### config.mk
export PLATFORM = sky130hd
export DESIGN_NAME = imem_arbiter
export DESIGN_NICKNAME = d
export VERILOG_FILES = /design/src/rtl/imem_pkg.sv /design/src/rtl/imem_addr_chk.sv /design/src/rtl/imem_arbiter.sv
export SDC_FILE = /design/constraint.sdc
export NUM_CORES = 1
export LEC_CHECK = 0
export ABC_AREA = 1
export ABC_CLOCK_PERIOD_IN_PS = 6010
export CORE_AREA = 2 2 113 115
export DETAILED_ROUTE_END_ITERATION = 16
export DIE_AREA = 0 0 115 117
export DONT_BUFFER_PORTS = 1
export GPL_ROUTABILITY_DRIVEN = 0
export REMOVE_ABC_BUFFERS = 1
export SLEW_MARGIN = 20
export SYNTH_ARGS = -nofsm -noshare
export SYNTH_HDL_FRONTEND = slang
export SYNTH_SLANG_ARGS = --single-unit
### constraint.sdc
create_clock -name clk -period 6.01 [get_ports clk]
set_clock_uncertainty 0.15 [all_clocks]
set_input_delay 1.803 -clock clk [delete_from_list [all_inputs] [get_ports clk]]
set_output_delay 1.803 -clock clk [all_outputs]
set_load 0.02 [all_outputs]
### src/rtl/imem_pkg.sv
// Shared definitions for the instruction-memory arbiter: the response-state
// encoding, the instruction width, the NOP word returned on fetch errors, and
// a saturating increment used by the optional statistics counters.
package imem_pkg;

  localparam int INSTR_W = 32;

  localparam logic [INSTR_W-1:0] NOP_INSTR = 32'h0000_0000;

  // Operation issued to the memory in the previous cycle; drives responses.
  typedef enum logic [2:0] {
    IDLE   = 3'd0,
    RD     = 3'd1,
    RD_ERR = 3'd2,
    WR     = 3'd3,
    WR_ERR = 3'd4
  } rsp_state_e;

  // 32-bit increment that sticks at all-ones instead of wrapping.
  function automatic logic [31:0] sat_inc32(input logic [31:0] v);
    logic [31:0] r;
    if (v == 32'hFFFF_FFFF) begin
      r = v;
    end else begin
      r = v + 32'd1;
    end
    return r;
  endfunction

endpackage

### src/rtl/imem_addr_chk.sv
// Byte-address (PC) checker: flags a misaligned or out-of-range address and
// extracts the word address. Shared with the data-memory arbiter.
module imem_addr_chk
  import imem_pkg::*;
#(
  parameter int ADDR_W  = 64,
  parameter int WORD_AW = 10
) (
  input  logic [ADDR_W-1:0]  pc,
  output logic               err,
  output logic [WORD_AW-1:0] word_addr
);

  logic misalign_s;
  logic range_s;

  // Alignment and range decode; any bit above the word index is out of range.
  always_comb begin
    misalign_s = (pc[1:0] != 2'b00);
    range_s    = |pc[ADDR_W-1:WORD_AW+2];
    err        = misalign_s | range_s;
    word_addr  = pc[WORD_AW+1:2];
  end

endmodule

### src/rtl/imem_arbiter.sv
// Arbiter sharing the single-port instruction RAM between the fetch stage and
// the program loader. The loader has priority; a burst counter caps the number
// of consecutive loader grants while a fetch waits. Responses come one cycle
// after the grant, driven from a registered response state.
// Optional statistics counters are enabled by defining IMEM_ARB_STATS_EN.
module imem_arbiter
  import imem_pkg::*;
#(
  parameter int ADDR_W       = 64,
  parameter int WORD_AW      = 10,
  parameter int MAX_LD_BURST = 8
) (
  input  logic               clk,
  input  logic               rst_n,
  input  logic               fetch_req,
  input  logic [ADDR_W-1:0]  fetch_pc,
  output logic               fetch_gnt,
  output logic               fetch_valid,
  output logic [31:0]        fetch_instr,
  output logic               fetch_err,
  input  logic               ld_req,
  input  logic [WORD_AW:0]   ld_addr,
  input  logic [31:0]        ld_data,
  output logic               ld_gnt,
  output logic               ld_ack,
  output logic               ld_err,
  output logic               mem_en,
  output logic               mem_we,
  output logic [WORD_AW-1:0] mem_addr,
  output logic [31:0]        mem_wdata,
  input  logic [31:0]        mem_rdata,
  output logic [31:0]        stat_fetch_stall,
  output logic [31:0]        stat_ld_writes
);

  localparam int BURST_W = $clog2(MAX_LD_BURST + 1);
  localparam logic [BURST_W-1:0] BURST_MAX = BURST_W'(MAX_LD_BURST);
  localparam logic [BURST_W-1:0] BURST_ONE = BURST_W'(1);

  logic               pc_err_s;
  logic [WORD_AW-1:0] pc_word_s;
  logic               ld_oor_s;
  logic               burst_full_s;
  logic               ld_gnt_s;
  logic               fetch_gnt_s;
  logic [BURST_W-1:0] burst_cnt_r;
  rsp_state_e         rsp_r;
  rsp_state_e         rsp_nxt_s;

  imem_addr_chk #(
    .ADDR_W  (ADDR_W),
    .WORD_AW (WORD_AW)
  ) u_addr_chk (
    .pc        (fetch_pc),
    .err       (pc_err_s),
    .word_addr (pc_word_s)
  );

  assign ld_oor_s = ld_addr[WORD_AW];

  // Grant selection: loader first unless it has used up its burst allowance.
  always_comb begin
    burst_full_s = fetch_req && (burst_cnt_r == BURST_MAX);
    if (!rst_n) begin
      ld_gnt_s    = 1'b0;
      fetch_gnt_s = 1'b0;
    end else if (ld_req && !burst_full_s) begin
      ld_gnt_s    = 1'b1;
      fetch_gnt_s = 1'b0;
    end else if (fetch_req) begin
      ld_gnt_s    = 1'b0;
      fetch_gnt_s = 1'b1;
    end else begin
      ld_gnt_s    = 1'b0;
      fetch_gnt_s = 1'b0;
    end
  end

  assign ld_gnt    = ld_gnt_s;
  assign fetch_gnt = fetch_gnt_s;

  // Memory command for the granted op and the response it will produce.
  always_comb begin
    mem_en    = 1'b0;
    mem_we    = 1'b0;
    mem_addr  = {WORD_AW{1'b0}};
    mem_wdata = 32'h0000_0000;
    rsp_nxt_s = IDLE;
    if (ld_gnt_s) begin
      if (ld_oor_s) begin
        rsp_nxt_s = WR_ERR;
      end else begin
        mem_en    = 1'b1;
        mem_we    = 1'b1;
        mem_addr  = ld_addr[WORD_AW-1:0];
        mem_wdata = ld_data;
        rsp_nxt_s = WR;
      end
    end else if (fetch_gnt_s) begin
      if (pc_err_s) begin
        rsp_nxt_s = RD_ERR;
      end else begin
        mem_en    = 1'b1;
        mem_addr  = pc_word_s;
        rsp_nxt_s = RD;
      end
    end else begin
      rsp_nxt_s = IDLE;
    end
  end

  // Burst counter: counts loader wins while fetch waits, cleared once fetch is served or idle.
  always_ff @(posedge clk or negedge rst_n) begin
    if (!rst_n) begin
      burst_cnt_r <= {BURST_W{1'b0}};
    end else if (!fetch_req || fetch_gnt_s) begin
      burst_cnt_r <= {BURST_W{1'b0}};
    end else if (ld_gnt_s && (burst_cnt_r != BURST_MAX)) begin
      burst_cnt_r <= burst_cnt_r + BURST_ONE;
    end else begin
      burst_cnt_r <= burst_cnt_r;
    end
  end

  // Response state: remembers which operation was issued last cycle.
  always_ff @(posedge clk or negedge rst_n) begin
    if (!rst_n) begin
      rsp_r <= IDLE;
    end else begin
      rsp_r <= rsp_nxt_s;
    end
  end

  // Response decode; read data is passed straight through from the RAM.
  always_comb begin
    fetch_valid = 1'b0;
    fetch_err   = 1'b0;
    fetch_instr = NOP_INSTR;
    ld_ack      = 1'b0;
    ld_err      = 1'b0;
    case (rsp_r)
      IDLE: begin
        fetch_valid = 1'b0;
      end
      RD: begin
        fetch_valid = 1'b1;
        fetch_instr = mem_rdata;
      end
      RD_ERR: begin
        fetch_valid = 1'b1;
        fetch_err   = 1'b1;
      end
      WR: begin
        ld_ack = 1'b1;
      end
      WR_ERR: begin
        ld_ack = 1'b1;
        ld_err = 1'b1;
      end
      default: begin
        fetch_valid = 1'b0;
      end
    endcase
  end

`ifdef IMEM_ARB_STATS_EN
  logic [31:0] stall_cnt_r;
  logic [31:0] ldw_cnt_r;

  // Saturating counters: fetch stall cycles and successful loader writes.
  always_ff @(posedge clk or negedge rst_n) begin
    if (!rst_n) begin
      stall_cnt_r <= 32'h0000_0000;
      ldw_cnt_r   <= 32'h0000_0000;
    end else begin
      if (fetch_req && !fetch_gnt_s) begin
        stall_cnt_r <= sat_inc32(stall_cnt_r);
      end else begin
        stall_cnt_r <= stall_cnt_r;
      end
      if (rsp_r == WR) begin
        ldw_cnt_r <= sat_inc32(ldw_cnt_r);
      end else begin
        ldw_cnt_r <= ldw_cnt_r;
      end
    end
  end

  assign stat_fetch_stall = stall_cnt_r;
  assign stat_ld_writes   = ldw_cnt_r;
`else
  assign stat_fetch_stall = 32'h0000_0000;
  assign stat_ld_writes   = 32'h0000_0000;
`endif

endmodule

==> Word level (Yosys, flattened, before mapping) <==
Cells that the tools add are included.
{ "word_totals": {"out_inout_bits": 146, "ff_bits": 7, "input_bits": 143} }
{ "op_classes": {"n_mux": 27, "bitwise": 1, "eq_ne": 6, "reduce_logical": 11, "n_addsub": 1} }
{ "ops": {"columns": ["cell", "count"], "rows": [
  ["32-bit 2-to-1 mux", 3],
  ["52-bit OR reduction", 1],
  ["10-bit 2-to-1 mux", 4],
  ["1-bit 2-to-1 mux", 14],
  ["3-bit 2-to-1 mux", 3],
  ["4-bit 2-to-1 mux", 2],
  ["3-bit by 2-bit == test with 1-bit output, second input constant", 2],
  ["4-bit by 1-bit adder with 4-bit output, second input constant", 1],
  ["4-bit == test, second input constant", 1],
  ["4-bit != test, second input constant", 1],
  ["2-bit nonzero test", 2],
  ["2-bit OR reduction", 2],
  ["3-bit by 1-bit == test with 1-bit output, second input constant", 1],
  ["3-bit == test, second input constant", 1],
  ["1-bit logical AND", 3],
  ["1-bit logical NOT", 2],
  ["2-bit 2-to-1 mux", 1],
  ["1-bit logical OR", 1],
  ["1-bit OR", 1]
]} }

==> Depth between registers and ports, before layout <==
Gate-level depths: netlist of the first run.
{ "depth": {"depth_word": 9, "mapped_depth": 10, "depth_no_buf": 10} }

==> Modules after synthesis <==
Synthesis of the first run repeated with hierarchy kept, for this count alone.
{ "unflattened": {"hier_cells": 350, "area_unflattened_um2": 1910.6} }
{ "modules_own_cells": {"columns": ["module", "cells_each", "area_each_um2", "seq_area_each_um2", "n_inst"], "rows": [
  ["imem_arbiter", 289, 1639.1, 175.2, 1],
  ["imem_addr_chk", 61, 271.5, 0.0, 1]
]} }

==> Worst setup path after synthesis of the first run <==
No wires, ideal clock.
{ "synth_path": {"path_type": "input -> output", "start": "in fetch_pc[31]", "end": "out mem_addr[0]", "slack_ns": 1.397, "path_stages": 8, "n_path_buf": 1, "arrival_ns": 2.660, "cell_sequence": "nor2_1 > nand2_1 > nor2_1 > nand2_1 > nor2_1 > buf_2 > nand4_1 > nand2_1"} }
{ "synth_between": {"elab_chain_len": 5} }
{ "synth_lines": {"columns": ["item", "line_no", "rtl"], "rows": [
  ["start: declaration", "imem_arbiter.sv:16", "input logic [ADDR_W-1:0] fetch_pc,"],
  ["52-bit OR reduction", "imem_addr_chk.sv:20", "range_s = |pc[ADDR_W-1:WORD_AW+2];"],
  ["1-bit OR", "imem_addr_chk.sv:21", "err = misalign_s | range_s;"],
  ["10-bit 2-to-1 mux", "imem_arbiter.sv:100", "if (pc_err_s) begin"],
  ["10-bit 2-to-1 mux", "imem_arbiter.sv:99", "end else if (fetch_gnt_s) begin"],
  ["10-bit 2-to-1 mux", "imem_arbiter.sv:89", "if (ld_gnt_s) begin"],
  ["end: declaration", "imem_arbiter.sv:29", "output logic [WORD_AW-1:0] mem_addr,"]
]} }
No other way between the ends.

==> Worst setup path in the final report of the first run <==
{ "layout_path": {"start": "in fetch_pc[23]", "end": "out mem_addr[2]"} }
The elaborated chain is that of the path after synthesis.

==> flow_summary.toml, run 1 <==
[run_status]
status = "finished, final reports clean"

[clocking]
cts_htree_levels = 1
postCtsHoldBufs = 0
cts-root-buf = "clkbuf_16"
postCtsResizedCells = 0
cts.clk_slew.worst_paths_ns = 0.04
cts_setup_buffers = 0
clk_path_buf_depth = 2
clock_latency_ns = 0.23
cts_sinks = 7
cts_tree = "yes"
cts_inserted_buffers = 3

[power_and_ir_drop]
ir_worst_vdd_v = 0.00004108
seqPwrFrac = 0.195
switching_power_uw = 111.9
power_frac_clock = 0.425
p_leak_nw = 1.014
combPwrFrac = 0.381
swShare = 0.4246
internal_power_uw = 151.7
cellPowerDensity_nw_per_um2 = 146.6

[placed_design]
placed_cell_area_sq_um = 1714
dp.final_hpwl_mm = 4.649
dp.cells = 483
portBuffers = 0

[critical_path]
criticalPathCategory = "in -> out"
crit_arrival_ns = 3.11
start_kind = "input pin"
cp-end-kind = "output port"
critPathMaxFanout = 12
cp.required_ns = 4.06

[sta]
hold_violations = 0
worst-slew-pin-transition_ns = 0.8594
fin_crit_sh = 0.8430
rsz0062_at_grt = "false"
max_slew_margin = 0.4264
setup_violations = 0
final_max_slew_viol_count = 0
period_minus_slack_ns = 5.066
fmax_mhz = 197.4
holdWs_ns = 0.4036
tns_ns = 0

[flow_run]
maxCapViolCount = 0

[layout]
nFillCells = 1440
antennaDiodeCount = 0
fin_util = 0.1460
design_area_sq_um = 1798
drive_above_1_share = 0.04154
syn2layout_area_growth_pct = -1.710
final_cells = 487
final_nets = 483

[detailed_routing]
wl_mm = 5.247
drt_iter0_drc = 47
wire_per_inst_um = 10.77
dr.pass1.iters = 4
final_antenna_net_count = 0
vias = 1826
viasPerCell = 3.749
drc = 0

[die]
start_util = 0.1486
die_w_um = 115
fp.dieH_um = 117
rows = 41
dieArea_sq_um = 13460
coreArea_sq_um = 12310
ioPinCount = 289

[global_route]
antenna_found_initial = 0
grt_max_degree = 37
grt_util_all_layers = 0.06587
overflow = 0
grt_pass1_wl_mm = 6.672
grt_pass1_vias = 1386

[yosys]
yosys_warnings = 0
synth.distinct_cells = 24
syn-instance-count = 346
avgSynthCellArea_sq_um = 5.287
ys_ff_latch = 7
syn-cell-area_sq_um = 1829
yosysSeqAreaShare = 0.09576

[worst_hold_path]
hp-class = "reg -> reg"
## flip-flops by register name, summed over array words and instances (netlist names)
register / cells
burst_cnt_r: 4
rsp_r: 3
## cells in the mapped netlist
| cell type | count | area [sq um] |
|---|---|---|
| nor3_1 | 2 | 10.01 |
| nor2_8 | 1 | 20.02 |
| xor2_1 | 1 | 8.760 |
| inv_4 | 1 | 6.260 |
| nand3b_1 | 1 | 7.510 |
| nor2_1 | 102 | 382.9 |
| nand2_4 | 1 | 11.26 |
| dfrtp_1 | 7 | 175.2 |
| inv_2 | 1 | 3.750 |
| nand3_1 | 10 | 50.05 |
| o21bai_1 | 2 | 15.01 |
| conb_1 | 1 | 3.750 |
| inv_1 | 42 | 157.7 |
| nor2_4 | 1 | 11.26 |
| ha_1 | 2 | 25.02 |
| buf_6 | 1 | 11.26 |
| nand4_2 | 1 | 12.51 |
| nand2_1 | 80 | 300.3 |
| buf_2 | 5 | 25.02 |
| clkbuf_1 | 6 | 22.52 |
| buf_4 | 65 | 488.0 |
| nand2_2 | 1 | 6.260 |
| nand4_1 | 10 | 62.56 |
| nor2_2 | 2 | 12.51 |
## through the flow
stage                     power, mW  setup WS (ns)
after CTS                    0.2659         0.9049
after detailed placement     0.1522         0.9059
after floorplan              0.1421          1.246
final                        0.2636         0.9438
after global placement       0.1515         0.9500
after global routing         0.2826         0.6136
## cell usage in the layout (no fill, tap or decap), types with 2 or more instances in the layout
cell	netlist	layout
nor3_1	2	2
inv_1	42	42
clkbuf_16	0	3
conb_1	1	64
nand3_1	10	9
o21bai_1	2	2
nand2_1	80	80
dfrtp_1	7	7
nand4_1	10	10
ha_1	2	2
nor2_1	102	102
nor2_2	2	2
## cells by family (layout without fill, tap and decap cells)
group / Yosys count / count (layout) / synth area share
AO/OA/AOI/OAI: 2 / 2 / 0.008206
AND/OR/NAND/NOR: 212 / 212 / 0.4850
flip-flops: 7 / 7 / 0.09576
XOR/XNOR: 1 / 1 / 0.004789
buffers and inverters: 121 / 49 / 0.3906
other: 1 / 64 / 0.002050
adder cells (fa/ha/maj): 2 / 2 / 0.01368
## layer usage
metal	routed length [um]	share of wire	vias to the layer above	GRT usage
li1	-	-	875	-
met1	1881	0.36	779	0.06297
met3	494	0.094	4	0.007724
met4	85	0.016	0	0.02329
met5	0	0	-	0
met2	2785	0.53	168	0.1416
## worst paths after layout
| path | startpoint | endpoint | slack, ns | cells past startpoint |
|---|---|---|---|---|
| max reg2reg | burst_cnt_r[0] | rsp_r[0] | 3.76 | 9 |
| min in group asynchronous | rst_n | burst_cnt_r[0] | 1.12 | 0 |
| max in group asynchronous | rst_n | rsp_r[1] | 4.52 | 0 |
| min | burst_cnt_r[1] | burst_cnt_r[1] | 0.40 | 2 |
| min reg2reg | burst_cnt_r[1] | burst_cnt_r[1] | 0.40 | 2 |
| max | fetch_pc[23] | mem_addr[2] | 0.94 | 7 |
## critical path: stages
cell and delay, ns:
nor2_1 0.08, nand2_1 0.06, nor2_1 0.10, nand2_1 0.05
nor2_1 0.59, nand4_1 0.20, nand2_1 0.22
## power by group through the flow
| stage | clock network (mW) | registers [mW] | logic, mW |
|---|---|---|---|
| after global placement | 0 | 0.0518 | 0.0997 |
| after detailed placement | 0 | 0.0519 | 0.100 |
| after global routing | 0.119 | 0.0516 | 0.112 |
| final | 0.112 | 0.0513 | 0.100 |
| after floorplan | 0 | 0.0509 | 0.0912 |
| after CTS | 0.114 | 0.0513 | 0.100 |
## area by class of cell
| cell class | instances | area, sq um | share of cell area |
|---|---|---|---|
| Sequential cell | 7 | 175.2 | 0.09743 |
| Inverter | 44 | 167.7 | 0.09325 |
| Tap cell | 150 | 187.7 | 0.1044 |
| Timing Repair Buffer | 1 | 7.507 | 0.004175 |
| Clock buffer | 4 | 78.83 | 0.04384 |
| Multi-Input combinational cell | 281 | 1181 | 0.6569 |
No activity file was read; power rests on OpenSTA's default activity.
==> run 2, diff against run 1 <==
- ABC_CLOCK_PERIOD_IN_PS: 6010 -> 4150
- clock period: 6.01 -> 4.15 ns (I/O delays scaled with it)
==> run 2 against run 1 <==
Compared with the run above: register-to-register slack lost 1.6 ns; combinational power grew 49%; non-clock buffer count grew 7; final cell count grew 1.4%; worst hold slack lost 0.0094 ns; design area grew 2.6%; global-route usage grew 0.14 points; clock-buffer cell count is the same; via count grew 2.6%; sequential power grew 44%; largest cell class unchanged; clock power grew 49%.
==> flow_summary.toml, run 2 (synthesized netlist as in run 1, its figures left out) <==
[layout]
mostFrequentLayoutCells = "nor2_1 (102), nand2_1 (80), conb_1 (64)"
largest_reg_flops = 4
final_common_cell = "nor2_1"
reg.largest.list = "burst_cnt_r x4, rsp_r x3"
final_nets = 490
antennaDiodeCount = 0
drive_above_1_share = 0.05814
syn2layout_area_growth_pct = 0.8892
regMostFlops = "burst_cnt_r"

[clocking]
cts-root-buf = "clkbuf_16"
clk_path_buf_depth = 2
cts_inserted_buffers = 3
postCtsResizedCells = 0
cts_setup_buffers = 0
cts_sinks = 7
cts_tree = "yes"
postCtsHoldBufs = 0
cts_htree_levels = 1
cts.clk_slew.worst_paths_ns = 0.04
clock_latency_ns = 0.23

[run_status]
status = "finished, final reports clean"

[die]
fp.dieH_um = 117
coreArea_sq_um = 12310
ioPinCount = 289
die_w_um = 115
start_util = 0.1486
dieArea_sq_um = 13460
rows = 41

[detailed_routing]
wl_mm = 5.351
final_antenna_net_count = 0
drt_iter0_drc = 55
drc = 0
wire_per_inst_um = 10.83
viasPerCell = 3.794
dr.pass1.iters = 4
vias = 1874

[power_and_ir_drop]
swShare = 0.4300
switching_power_uw = 167.8
combPwrFrac = 0.383
internal_power_uw = 222.4
cellPowerDensity_nw_per_um2 = 211.4
power_frac_clock = 0.427
p_total_uw = 390.2
seqPwrFrac = 0.190
p_leak_nw = 1.049
ir_worst_vdd_v = 0.00008438

[placed_design]
pre_cts_ws_ns = 0.4937
dp.final_hpwl_mm = 4.801
portBuffers = 0

[sta]
fin_crit_sh = 0.8765
worst_slack_ns = 0.5126
worst-slew-pin-transition_ns = 0.7776
setup_violations = 0
rsz0062_at_grt = "false"
final_max_slew_viol_count = 0
hold_violations = 0
max_slew_margin = 0.4776
period_minus_slack_ns = 3.637
fmax_mhz = 274.9
tns_ns = 0

[flow_run]
maxCapViolCount = 0

[critical_path]
start_kind = "input pin"
path_cells = "nand4_2 > nand2_2 > inv_4 > nand2_4 > buf_4 > nor2_1"
cp.required_ns = 2.75
crit_slowest_cell = "nor2_1"
criticalPathCategory = "in -> out"
critPathMaxStageDelay_ns = 0.37
rr_startpoint = "burst_cnt_r[0]"
crit_arrival_ns = 2.24
reg2reg_slack_ns = 2.18
r2r.worst_path.cells = 9
regToRegEndpoint = "rsp_r[0]"
cp-end-kind = "output port"
critPathMaxFanout = 20

[global_route]
grt_max_degree = 34
grt_pass1_vias = 1363
grt_util_all_layers = 0.06727
overflow = 0
grt_pass1_wl_mm = 6.699
antenna_found_initial = 0

[worst_hold_path]
hold_end = "burst_cnt_r[1]"
holdCritStartpoint = "burst_cnt_r[1]"
min_delay_path_depth = 2
hp-class = "reg -> reg"
run 2: cell types whose count changed in the layout (fill, tap and decap cells not counted):
cell     change
buf_4        +7
nand3_1      +1
nand3_2      -1
run 2: stage by stage:
stage	cell area [sq um]	cells	util	hold WS (ns)
floorplan	1519	332	-	0.3652
global placement	1767	490	0.1435	0.3934
detailed placement	1767	490	0.1435	0.3898
CTS	1846	494	0.1499	0.3980
global route	1846	494	0.1499	0.4437
finish	1846	494	0.1499	0.3942
run 2: layout make-up:
cell class | count | area, sq um
inverter | 44 | 167.7
timing repair buffer | 8 | 60.06
sequential | 7 | 175.2
fill | 1430 | 10470
multi-input combinational | 281 | 1176
tap | 150 | 187.7
clock buffer | 4 | 78.83
run 2: worst max-delay path by stage:
stage	from	endpoint	slack, ns	cells past startpoint
floorplan	fetch_pc[31]	mem_addr[0]	0.50	7
global placement	fetch_req	mem_wdata[25]	0.52	6
detailed placement	fetch_req	mem_en	0.49	7
CTS	fetch_req	mem_en	0.50	7
global route	fetch_req	mem_en	0.39	7
finish	fetch_req	mem_wdata[25]	0.51	6
run 2: power groups by stage:
| stage | clock network (mW) | logic (mW) | registers (mW) |
|---|---|---|---|
| floorplan | 0 | 0.132 | 0.0737 |
| global route | 0.177 | 0.165 | 0.0747 |
| CTS | 0.173 | 0.149 | 0.0743 |
| finish | 0.167 | 0.149 | 0.0741 |
| detailed placement | 0 | 0.149 | 0.0752 |
| global placement | 0 | 0.148 | 0.0753 |
run 2: worst max-delay path, delay by kind of cell:
family	cells	cell delay, ns
simple gates	4	0.65
buf+inv	2	0.34
run 2: routing by layer:
layer	up-vias	share of wire	GRT usage	routed length (um)
li1	889	-	-	-
met1	803	0.36	0.06480	1923
met2	178	0.54	0.1431	2866
met3	4	0.096	0.01030	513
met4	0	0.0092	0.02169	49
met5	-	0	0	0
